File: config.mk
export PLATFORM = sky130hd
export DESIGN_NAME = binary_distributor
export DESIGN_NICKNAME = d
export VERILOG_FILES = /design/src/rtl/binary_distributor.sv
export SDC_FILE = /design/constraint.sdc
export NUM_CORES = 1
export LEC_CHECK = 0
export ABC_AREA = 1
export BUFFER_PORTS_ARGS = -buffer_cell sky130_fd_sc_hd__clkbuf_2
export CORE_ASPECT_RATIO = 1.25
export CORE_MARGIN = 1
export CORE_UTILIZATION = 47
export CTS_BUF_LIST = sky130_fd_sc_hd__clkbuf_8
export CTS_CLUSTER_DIAMETER = 60
export DETAILED_ROUTE_END_ITERATION = 6
export GPL_TIMING_DRIVEN = 0
export PLACE_DENSITY = 0.74
export RECOVER_POWER = 25
export SLEW_MARGIN = 20
export SYNTH_ARGS = -nofsm -noshare
export SYNTH_HDL_FRONTEND = slang
export SYNTH_SLANG_ARGS = --single-unit
File: constraint.sdc
create_clock -name clk -period 1.5 [get_ports clk]
set_input_delay 0.075 -clock clk [delete_from_list [all_inputs] [get_ports clk]]
set_output_delay 0.075 -clock clk [all_outputs]
set_load 0.01 [all_outputs]
File: src/rtl/binary_distributor.sv
// Pipelined binary-tree router: one keyed item per cycle steered to out[in_dest]; optional broadcast via BINARY_DISTRIBUTOR_BCAST_EN.
// Latency: number of registered nodes on the item's path (every LV_PER_STAGE-th level from the root; 0 = combinational).
// Backpressure: a blocked target stalls only its own path; illegal dests are accepted, discarded and flagged on drop_err.
module binary_distributor #(
    parameter int TARGET_CNT   = 5,
    parameter int KEY_WIDTH    = 6,
    parameter int DATA_WIDTH   = 16,
    parameter int LV_PER_STAGE = 1,
    parameter int DEST_WIDTH   = $clog2(TARGET_CNT)
) (
    input  logic                  clk,
    input  logic                  rst,
    input  logic                  in_vld,
    output logic                  in_rdy,
    input  logic [DEST_WIDTH-1:0] in_dest,
    input  logic [KEY_WIDTH-1:0]  in_key,
    input  logic [DATA_WIDTH-1:0] in_data,
    output logic [TARGET_CNT-1:0] out_vld,
    input  logic [TARGET_CNT-1:0] out_rdy,
    output logic [KEY_WIDTH-1:0]  out_key  [TARGET_CNT-1:0],
    output logic [DATA_WIDTH-1:0] out_data [TARGET_CNT-1:0],
    output logic                  drop_err
);

    localparam int NODE_CNT = TARGET_CNT - 1;
    localparam int MASK_W   = 1 << DEST_WIDTH;
    localparam logic [DEST_WIDTH:0] TGT_LIM = (DEST_WIDTH+1)'(TARGET_CNT);
`ifdef BINARY_DISTRIBUTOR_BCAST_EN
    localparam logic [DEST_WIDTH-1:0] BCAST_DEST = '1;
`endif

    // Bit t set when target t's leaf lies under the left child of node.
    function automatic logic [MASK_W-1:0] left_mask(input int node);
        int k;
        left_mask = '0;
        for (int t = 0; t < TARGET_CNT; t++) begin
            k = t + NODE_CNT;
            while (k > 2*node+1) k = (k-1)/2;
            left_mask[t] = (k == 2*node+1);
        end
    endfunction

    function automatic bit node_is_reg(input int node);
        int lvl;
        lvl = $clog2(node+2) - 1;
        if (LV_PER_STAGE == 0) return 1'b0;
        return (lvl % LV_PER_STAGE) == 0;
    endfunction

    logic legal, bcast, drop_sel, root_vld, drop_err_q;

    always_comb begin
        legal = ({1'b0, in_dest} < TGT_LIM);
        bcast = 1'b0;
`ifdef BINARY_DISTRIBUTOR_BCAST_EN
        bcast = !legal && (in_dest == BCAST_DEST);
`endif
        drop_sel = !legal && !bcast;
        root_vld = in_vld && !rst && !drop_sel;
    end

    always_ff @(posedge clk) begin
        if (rst) drop_err_q <= 1'b0;
        else     drop_err_q <= in_vld && drop_sel;
    end

    assign drop_err = drop_err_q;
    assign in_rdy   = !rst && (drop_sel || g_node[0].rdy);

    for (genvar n = 0; n < NODE_CNT; n++) begin : g_node
        localparam logic [MASK_W-1:0] LMASK = left_mask(n);
        localparam int LC = 2*n + 1;
        localparam int RC = 2*n + 2;

        logic                  p_vld, rdy;
        logic [DEST_WIDTH-1:0] p_dest, c_dest;
        logic [KEY_WIDTH-1:0]  p_key, c_key;
        logic [DATA_WIDTH-1:0] p_data, c_data;
        logic                  c_vld_l, c_vld_r, c_rdy_l, c_rdy_r;

        if (n == 0) begin : g_src
            assign p_vld  = root_vld;
            assign p_dest = in_dest;
            assign p_key  = rst ? '0 : in_key;
            assign p_data = rst ? '0 : in_data;
        end else if (n % 2 == 1) begin : g_src
            assign p_vld  = g_node[(n-1)/2].c_vld_l;
            assign p_dest = g_node[(n-1)/2].c_dest;
            assign p_key  = g_node[(n-1)/2].c_key;
            assign p_data = g_node[(n-1)/2].c_data;
        end else begin : g_src
            assign p_vld  = g_node[(n-1)/2].c_vld_r;
            assign p_dest = g_node[(n-1)/2].c_dest;
            assign p_key  = g_node[(n-1)/2].c_key;
            assign p_data = g_node[(n-1)/2].c_data;
        end

        if (LC < NODE_CNT) begin : g_lrdy
            assign c_rdy_l = g_node[LC].rdy;
        end else begin : g_lrdy
            assign c_rdy_l = out_rdy[LC-NODE_CNT];
        end

        if (RC < NODE_CNT) begin : g_rrdy
            assign c_rdy_r = g_node[RC].rdy;
        end else begin : g_rrdy
            assign c_rdy_r = out_rdy[RC-NODE_CNT];
        end

        if (node_is_reg(n)) begin : g_body
            logic                  vld_q, vld_d, sel_l, leave, load;
            logic [DEST_WIDTH-1:0] dest_q, dest_d;
            logic [KEY_WIDTH-1:0]  key_q, key_d;
            logic [DATA_WIDTH-1:0] data_q, data_d;
`ifdef BINARY_DISTRIBUTOR_BCAST_EN
            logic sent_l_q, sent_l_d, sent_r_q, sent_r_d, bc;
`endif

            always_comb begin
                sel_l   = LMASK[dest_q];
                c_vld_l = vld_q && sel_l;
                c_vld_r = vld_q && !sel_l;
                leave   = sel_l ? c_rdy_l : c_rdy_r;
`ifdef BINARY_DISTRIBUTOR_BCAST_EN
                // Broadcast entry is held until each child has taken its copy.
                bc = (dest_q == BCAST_DEST);
                if (bc) begin
                    c_vld_l = vld_q && !sent_l_q;
                    c_vld_r = vld_q && !sent_r_q;
                    leave   = (sent_l_q || c_rdy_l) && (sent_r_q || c_rdy_r);
                end
`endif
                rdy    = !vld_q || leave;
                load   = p_vld && rdy;
                vld_d  = load || (vld_q && !leave);
                dest_d = load ? p_dest : dest_q;
                key_d  = load ? p_key  : key_q;
                data_d = load ? p_data : data_q;
`ifdef BINARY_DISTRIBUTOR_BCAST_EN
                sent_l_d = !(load || leave) && (sent_l_q || (c_vld_l && c_rdy_l));
                sent_r_d = !(load || leave) && (sent_r_q || (c_vld_r && c_rdy_r));
`endif
            end

            always_ff @(posedge clk) begin
                if (rst) begin
                    vld_q  <= 1'b0;
                    dest_q <= '0;
                    key_q  <= '0;
                    data_q <= '0;
`ifdef BINARY_DISTRIBUTOR_BCAST_EN
                    sent_l_q <= 1'b0;
                    sent_r_q <= 1'b0;
`endif
                end else begin
                    vld_q  <= vld_d;
                    dest_q <= dest_d;
                    key_q  <= key_d;
                    data_q <= data_d;
`ifdef BINARY_DISTRIBUTOR_BCAST_EN
                    sent_l_q <= sent_l_d;
                    sent_r_q <= sent_r_d;
`endif
                end
            end

            assign c_dest = dest_q;
            assign c_key  = key_q;
            assign c_data = data_q;
        end else begin : g_body
            logic sel_l;

            always_comb begin
                sel_l   = LMASK[p_dest];
                c_vld_l = p_vld && sel_l;
                c_vld_r = p_vld && !sel_l;
                rdy     = sel_l ? c_rdy_l : c_rdy_r;
`ifdef BINARY_DISTRIBUTOR_BCAST_EN
                // Without storage a fork must hand off to both children in the same cycle.
                if (p_dest == BCAST_DEST) begin
                    c_vld_l = p_vld && c_rdy_r;
                    c_vld_r = p_vld && c_rdy_l;
                    rdy     = c_rdy_l && c_rdy_r;
                end
`endif
            end

            assign c_dest = p_dest;
            assign c_key  = p_key;
            assign c_data = p_data;
        end
    end

    for (genvar t = 0; t < TARGET_CNT; t++) begin : g_tgt
        localparam int K = t + NODE_CNT;
        localparam int P = (K-1)/2;
        logic unused_dest;

        if (K % 2 == 1) begin : g_side
            assign out_vld[t] = g_node[P].c_vld_l;
        end else begin : g_side
            assign out_vld[t] = g_node[P].c_vld_r;
        end
        assign out_key[t]  = g_node[P].c_key;
        assign out_data[t] = g_node[P].c_data;
        assign unused_dest = ^g_node[P].c_dest;
    end

endmodule

==> results.sh, run 1 <==
export IMPL_multiInputGateArea_sq_um=1660
export IMPL_ys_ff_latch=109
export IMPL_track_usage_pct=23.4
export IMPL_grt_ovfl_total=0
export IMPL_synth_top_area_cell="dfxtp_1"
export IMPL_timing_critical_path_arrival_ns=1.92
export IMPL_slowest_stage="dfxtp_2"
export IMPL_fin_area_sq_um=6060
export IMPL_top_layer="met4"
export IMPL_die_y_um=111
export IMPL_endpoint_kind="register"
export IMPL_violations="negative setup slack"
export IMPL_period_needed_ns=1.64
export IMPL_min_period_over_period_pct=109
export IMPL_seq_area_sq_um=2190
export IMPL_fill_cells=854
export IMPL_postSynthCellCount=565
export IMPL_powerDensity_nw_per_um2=893
export IMPL_slew_headroom_pct=61.1
export IMPL_gp_congestion=0.837
export IMPL_drcViolationCount=0
export IMPL_htreeDepth=3
export IMPL_cts_buffer_depth=2
export IMPL_hp_class="in -> reg"
export IMPL_syn_area_sq_um=4440
export IMPL_seq_area_frac_synth_pct=49.1
export IMPL_place_hpwl_um=8200
export IMPL_setup_slack_ns=-0.137
export IMPL_dp_slack_ns=-0.247
export IMPL_worst_setup_path_start_kind="register"
export IMPL_fin_skew_ns=0.00801
export IMPL_syn_nets=599
export IMPL_areaGrowthSynthToFinish_pct=36.5
export IMPL_ys_types=30
export IMPL_cts_root_buffer="clkbuf_8"
export IMPL_core_area_sq_um=9170
export IMPL_num_rows=39
export IMPL_wl_met3_um=525
export IMPL_vdd_drop_max_mv=0.610
export IMPL_dieArea_sq_um=9840
export IMPL_start_util_pct=48.4
export IMPL_drt_met1_wl_um=4560
export IMPL_via_count=4280
export IMPL_worst_path_max_fanout=6
export IMPL_yosys_top_cells_area="dfxtp_1 49%, buf_4 9.1%, nand2_1 8.9%, nor2_1 8.2%, o21ai_0 5.6%"
export IMPL_cp_top_family="simple AND/OR/NAND/NOR gates"
export IMPL_fin_util_pct=66.1
export IMPL_ioPinCount=150
export IMPL_grt_pass1_vias=3849
export IMPL_max_stage_delay_ns=0.35
export IMPL_wl_met2_um=6010
export IMPL_cts_sinks=109
export IMPL_diodes=0
export IMPL_whs_ns=0.0538
export IMPL_antenna_left=0
export IMPL_cts_buffers=9
export IMPL_critPathBufInv=3
export IMPL_clk_pin_slew_ns=0.10
export IMPL_insertion_delay_ns=0.38
export IMPL_crit_required_ns=1.78
export IMPL_status="finished, violations left"
export IMPL_fin_tns_setup_ns=-0.338
export IMPL_drtIter0Drc=260
export IMPL_path_cells="inv_2, nand2_4, nand4_4, nand2_4, nand2_4, nand3_4, buf_8, nand2_2, o211ai_2, ha_1, inv_1, nand2_1, nand2_1"
export IMPL_routed_wl_um=11500
export IMPL_leakagePower_nw=2.75
export IMPL_grt_pass1_wl_um=17800
export IMPL_hold_viol_final=0
export IMPL_wl_per_cell_um=12.9
export IMPL_die_w_um=88.9
export IMPL_dr_pass1_iters=5
export IMPL_tritoncts="done"
export IMPL_place_area_sq_um=5350
export IMPL_ys_warnings_count=0
export IMPL_worstMarginPinSlew_ns=0.584
export IMPL_final_layout_size_suffix_gt1_share_pct=32.9
export IMPL_antenna_found_initial=0
export IMPL_postSynthAreaPerCell_sq_um=7.86
export IMPL_nets=798
export IMPL_portBuffers=149
export IMPL_clock_fmax_mhz=611
export IMPL_cpMostUsedCell="nand2_4"
export IMPL_synth_top_area_share_pct=49.1
export IMPL_grt_start_max_net_pins=18
export IMPL_setup_viol=3
export IMPL_rsz0062_at_grt="yes"
export IMPL_max_cap_violations=0
export IMPL_timing_worst_setup_path_type="reg -> reg"
export IMPL_maxSlewViolCount=0
export IMPL_vias_per_cell=4.80
area by class of cell:
type	instances	area share, %
plain buffers	78	9.83
clock inverters	5	0.970
flip-flops and latches	109	36.1
multi-input cells	338	27.5
well taps	123	2.54
inverters	40	2.73
repair buffers	188	17.9
clock buffers	11	2.50
kinds of logic after synthesis:
family | synth area share [%]
compound gates | 12.9
fa+ha+maj | 0.282
buf+inv | 15.7
flops | 49.1
simple gates | 22.0
cell usage after synthesis (all sizes together):
library cell / number
a21oi: 53
buf: 65
clkbuf: 13
dfxtp: 109
ha: 1
inv: 40
nand2: 111
nand3: 11
nand3b: 1
nand4: 5
nor2: 97
nor3: 3
o211ai: 2
o21ai: 53
or2: 1
flip-flops by register name, indices dropped and copies added, names as in the netlist:
signal,cells
drop_err,1
g_node.c_data,64
g_node.g_body.sel_l,4
g_node.g_body.vld_q,4
g_node.c_key,24
g_node.c_dest,12
worst paths after layout:
path | end | cells after the start | slack (ns) | start
worst max register to register | g_node[0].g_body.sel_l$_DFF_P_ | 13 | -0.14 | g_node[3].g_body.sel_l$_SDFF_PP0_
worst max-delay path | g_node[0].g_body.sel_l$_DFF_P_ | 13 | -0.14 | g_node[3].g_body.sel_l$_SDFF_PP0_
worst min register to register | g_node[1].c_key[0]$_SDFFE_PP0P_ | 2 | 0.49 | g_node[1].c_key[0]$_SDFFE_PP0P_
worst min-delay path | g_node[2].g_body.vld_q$_SDFF_PP0_ | 4 | 0.05 | out_rdy[2]
power by group:
group	leakage (nW)	total (W)	switching [W]	internal (W)
sequential	0.884	0.00301	0.0000521	0.00296
combinational	1.76	0.000545	0.000291	0.000254
clock	0.102	0.00185	0.000988	0.000863
total	2.75	0.00541	0.00133	0.00408
layout by cell type (no fill, tap or decap), types with 9 or more instances in the layout:
master	n
dfxtp_1	104
clkbuf_1	55
a21oi_1	42
nand2_1	96
nor2_1	95
clkbuf_8	11
o21ai_0	49
nand2_2	9
buf_4	60
a21oi_2	11
inv_1	32
dlygate4sd3_1	25
clkbuf_2	106
stage by stage:
| step | power [W] | instances |
|---|---|---|
| 6_report | 0.00541 | 892 |
| 3_5_place_dp | 0.00351 | 837 |
| 2_1_floorplan | 0.00334 | 565 |
| 4_1_cts | 0.00539 | 886 |
| 3_3_place_gp | 0.00349 | 837 |
| 5_1_grt | 0.00560 | 892 |
per-layer routing:
metal | vias up | track usage [%]
met3 | 33 | 3.35
li1 | 2139 | -
met4 | 0 | 11.2
met5 | - | 0
met2 | 142 | 41.4
met1 | 1966 | 27.0
tightest hold or removal path: stages:
cell and delay (ns):
clkbuf_2 0.09, nand2_2 0.08, nand3_2 0.08, a21oi_1 0.06
repair_timing:
action / 4_1_cts / 5_1_grt
gates cloned: 0 / 2
gates resized for setup: 13 / 46
setup endpoints to repair: 25 / 85
endpoints found under the hold margin: 25 / 0
hold buffers: 25 / 0
buffers inserted: 8 / 5
pin swaps: 7 / 8
No activity file was read; power rests on OpenSTA's default activity.
==> run 2: changes to the inputs <==
==> constraint.sdc (replaced) <==
create_clock -name clk -period 1.43 [get_ports clk]
set_input_delay 0.0715 -clock clk [delete_from_list [all_inputs] [get_ports clk]]
set_output_delay 0.0715 -clock clk [all_outputs]
set_load 0.01 [all_outputs]
==> run 2 against run 1 <==
  * The flow still finishes with violations (negative setup slack)
  * Largest power group unchanged
  * First-iteration DRC count is 8.8% lower
  * Highest routed layer unchanged
  * Final area is 1.2% higher
  * Critical path type unchanged
  * Fmax is 2.0% higher
==> results.sh, run 2 (synthesized netlist as in run 1, its figures left out) <==
export IMPL_r2r_start="g_node[3].g_body.sel_l$_SDFF_PP0_"
export IMPL_hold_viol_final=0
export IMPL_ioPinCount=150
export IMPL_period_needed_ns=1.61
export IMPL_cts_buffers=9
export IMPL_worstMarginPinSlew_ns=0.559
export IMPL_min_period_over_period_pct=112
export IMPL_fin_cells=895
export IMPL_cts_sinks=109
export IMPL_wl_per_cell_um=12.9
export IMPL_diodes=0
export IMPL_crit_path_start="g_node[3].g_body.sel_l$_SDFF_PP0_"
export IMPL_fill_cells=834
export IMPL_cpMostUsedCell="nand2_4"
export IMPL_vdd_drop_max_mv=0.646
export IMPL_largest_register_ff_count=64
export IMPL_slowest_stage="dfxtp_2"
export IMPL_worst_path_max_fanout=6
export IMPL_die_w_um=88.9
export IMPL_cts_root_buffer="clkbuf_8"
export IMPL_portBuffers=149
export IMPL_grt_pass1_wl_um=17900
export IMPL_num_rows=39
export IMPL_clk_pin_slew_ns=0.10
export IMPL_clock_fmax_mhz=623
export IMPL_max_cap_violations=0
export IMPL_place_hpwl_um=8200
export IMPL_hp_class="in -> reg"
export IMPL_leakagePower_nw=2.79
export IMPL_htreeDepth=3
export IMPL_die_y_um=111
export IMPL_antenna_found_initial=0
export IMPL_worstHoldStart="out_rdy[2]"
export IMPL_track_usage_pct=23.5
export IMPL_place_inst=837
export IMPL_powerDensity_nw_per_um2=929
export IMPL_path_cells="inv_2, nand2_4, nand4_4, nand2_4, nand2_4, nand3_4, buf_8, nand2_4, o211ai_4, ha_1, inv_1, nand2_1, nand2_1"
export IMPL_crit_required_ns=1.72
export IMPL_core_area_sq_um=9170
export IMPL_grt_start_max_net_pins=18
export IMPL_place_area_sq_um=5350
export IMPL_nets=801
export IMPL_cp_top_family="simple AND/OR/NAND/NOR gates"
export IMPL_status="finished, violations left"
export IMPL_start_util_pct=48.4
export IMPL_grt_ovfl_total=0
export IMPL_via_count=4254
export IMPL_fin_util_pct=66.8
export IMPL_rsz0062_at_grt="yes"
export IMPL_cts_buffer_depth=2
export IMPL_vias_per_cell=4.75
export IMPL_grt_pass1_vias=3866
export IMPL_layout_commonest_cell="clkbuf_2"
export IMPL_dp_slack_ns=-0.317
export IMPL_layout_common_cells="120 x clkbuf_2, 104 x dfxtp_1, 94 x nor2_1"
export IMPL_final_layout_size_suffix_gt1_share_pct=36.0
export IMPL_fin_area_sq_um=6130
export IMPL_maxSlewViolCount=0
export IMPL_endpoint_kind="register"
export IMPL_antenna_left=0
export IMPL_drtIter0Drc=237
export IMPL_fin_skew_ns=0.0100
export IMPL_areaGrowthSynthToFinish_pct=38.1
export IMPL_dieArea_sq_um=9840
export IMPL_worst_setup_path_start_kind="register"
export IMPL_timing_worst_setup_path_type="reg -> reg"
export IMPL_total_power_w=0.00570
export IMPL_drcViolationCount=0
export IMPL_slew_headroom_pct=62.7
export IMPL_dr_pass1_iters=5
export IMPL_tritoncts="done"
export IMPL_setup_viol=35
export IMPL_setup_slack_ns=-0.175
export IMPL_violations="negative setup slack"
export IMPL_max_stage_delay_ns=0.35
export IMPL_routed_wl_um=11600
export IMPL_insertion_delay_ns=0.38
export IMPL_gp_congestion=0.837
export IMPL_timing_critical_path_arrival_ns=1.89
export IMPL_critPathBufInv=3
==> run 2: path summary, 6_finish.rpt <==
kind / cells past startpoint / endpoint / slack (ns)
setup / recovery: 13 / g_node[0].g_body.sel_l$_DFF_P_ / -0.18
hold / removal: 4 / g_node[2].g_body.vld_q$_SDFF_PP0_ / 0.04
hold reg to reg: 2 / g_node[1].c_key[0]$_SDFFE_PP0P_ / 0.49
setup reg to reg: 13 / g_node[0].g_body.sel_l$_DFF_P_ / -0.18
==> run 2: routing by layer <==
| metal | GRT usage, % | up-vias | share of wire, % |
|---|---|---|---|
| li1 | - | 2143 | - |
| met1 | 27.0 | 1947 | 39 |
| met2 | 41.7 | 138 | 53 |
| met3 | 3.50 | 26 | 4.7 |
| met4 | 11.1 | 0 | 2.7 |
| met5 | 0 | - | 0 |
==> run 2: where the power goes <==
group / switching [W] / leakage (nW) / internal [W]
sequential: 0.0000543 / 0.884 / 0.00311
clock: 0.00104 / 0.102 / 0.000905
combinational: 0.000317 / 1.81 / 0.000271
==> run 2: worst register-to-register path: stages, from the launching register on <==
cell and delay [ns]:
dfxtp_2 0.35, inv_2 0.06, nand2_4 0.06, nand4_4 0.10, nand2_4 0.06, nand2_4 0.07, nand3_4 0.08, buf_8 0.16
nand2_4 0.06, o211ai_4 0.07, ha_1 0.29, inv_1 0.03, nand2_1 0.05, nand2_1 0.06
==> run 2: what timing repair did <==
action | in CTS | in global routing
pin swaps | 6 | 8
resized for setup | 20 | 55
gates cloned | 1 | 2
setup endpoints to repair | 35 | 94
setup buffers | 9 | 7
endpoints found under the hold margin | 24 | 0
hold buffers | 24 | 0
==> run 2: layout make-up <==
| type | instances | area (sq um) | share of cell area, % |
|---|---|---|---|
| sequential | 109 | 2190 | 35.7 |
| multi-input combinational | 338 | 1710 | 27.9 |
| timing repair buffer | 191 | 1100 | 18.0 |
| buffer | 78 | 602 | 9.81 |
| inverter | 40 | 163 | 2.65 |
| tap | 123 | 154 | 2.51 |
| clock buffer | 11 | 151 | 2.47 |
| clock inverter | 5 | 58.8 | 0.959 |
==> run 2: metrics by stage <==
step,hold slack [ns],TNS (ns)
2_1_floorplan,0.214,-0.106
3_3_place_gp,0.306,-2.02
3_5_place_dp,0.307,-2.52
4_1_cts,0.0457,-1.77
5_1_grt,0.0581,-7.46
6_report,0.0408,-1.93
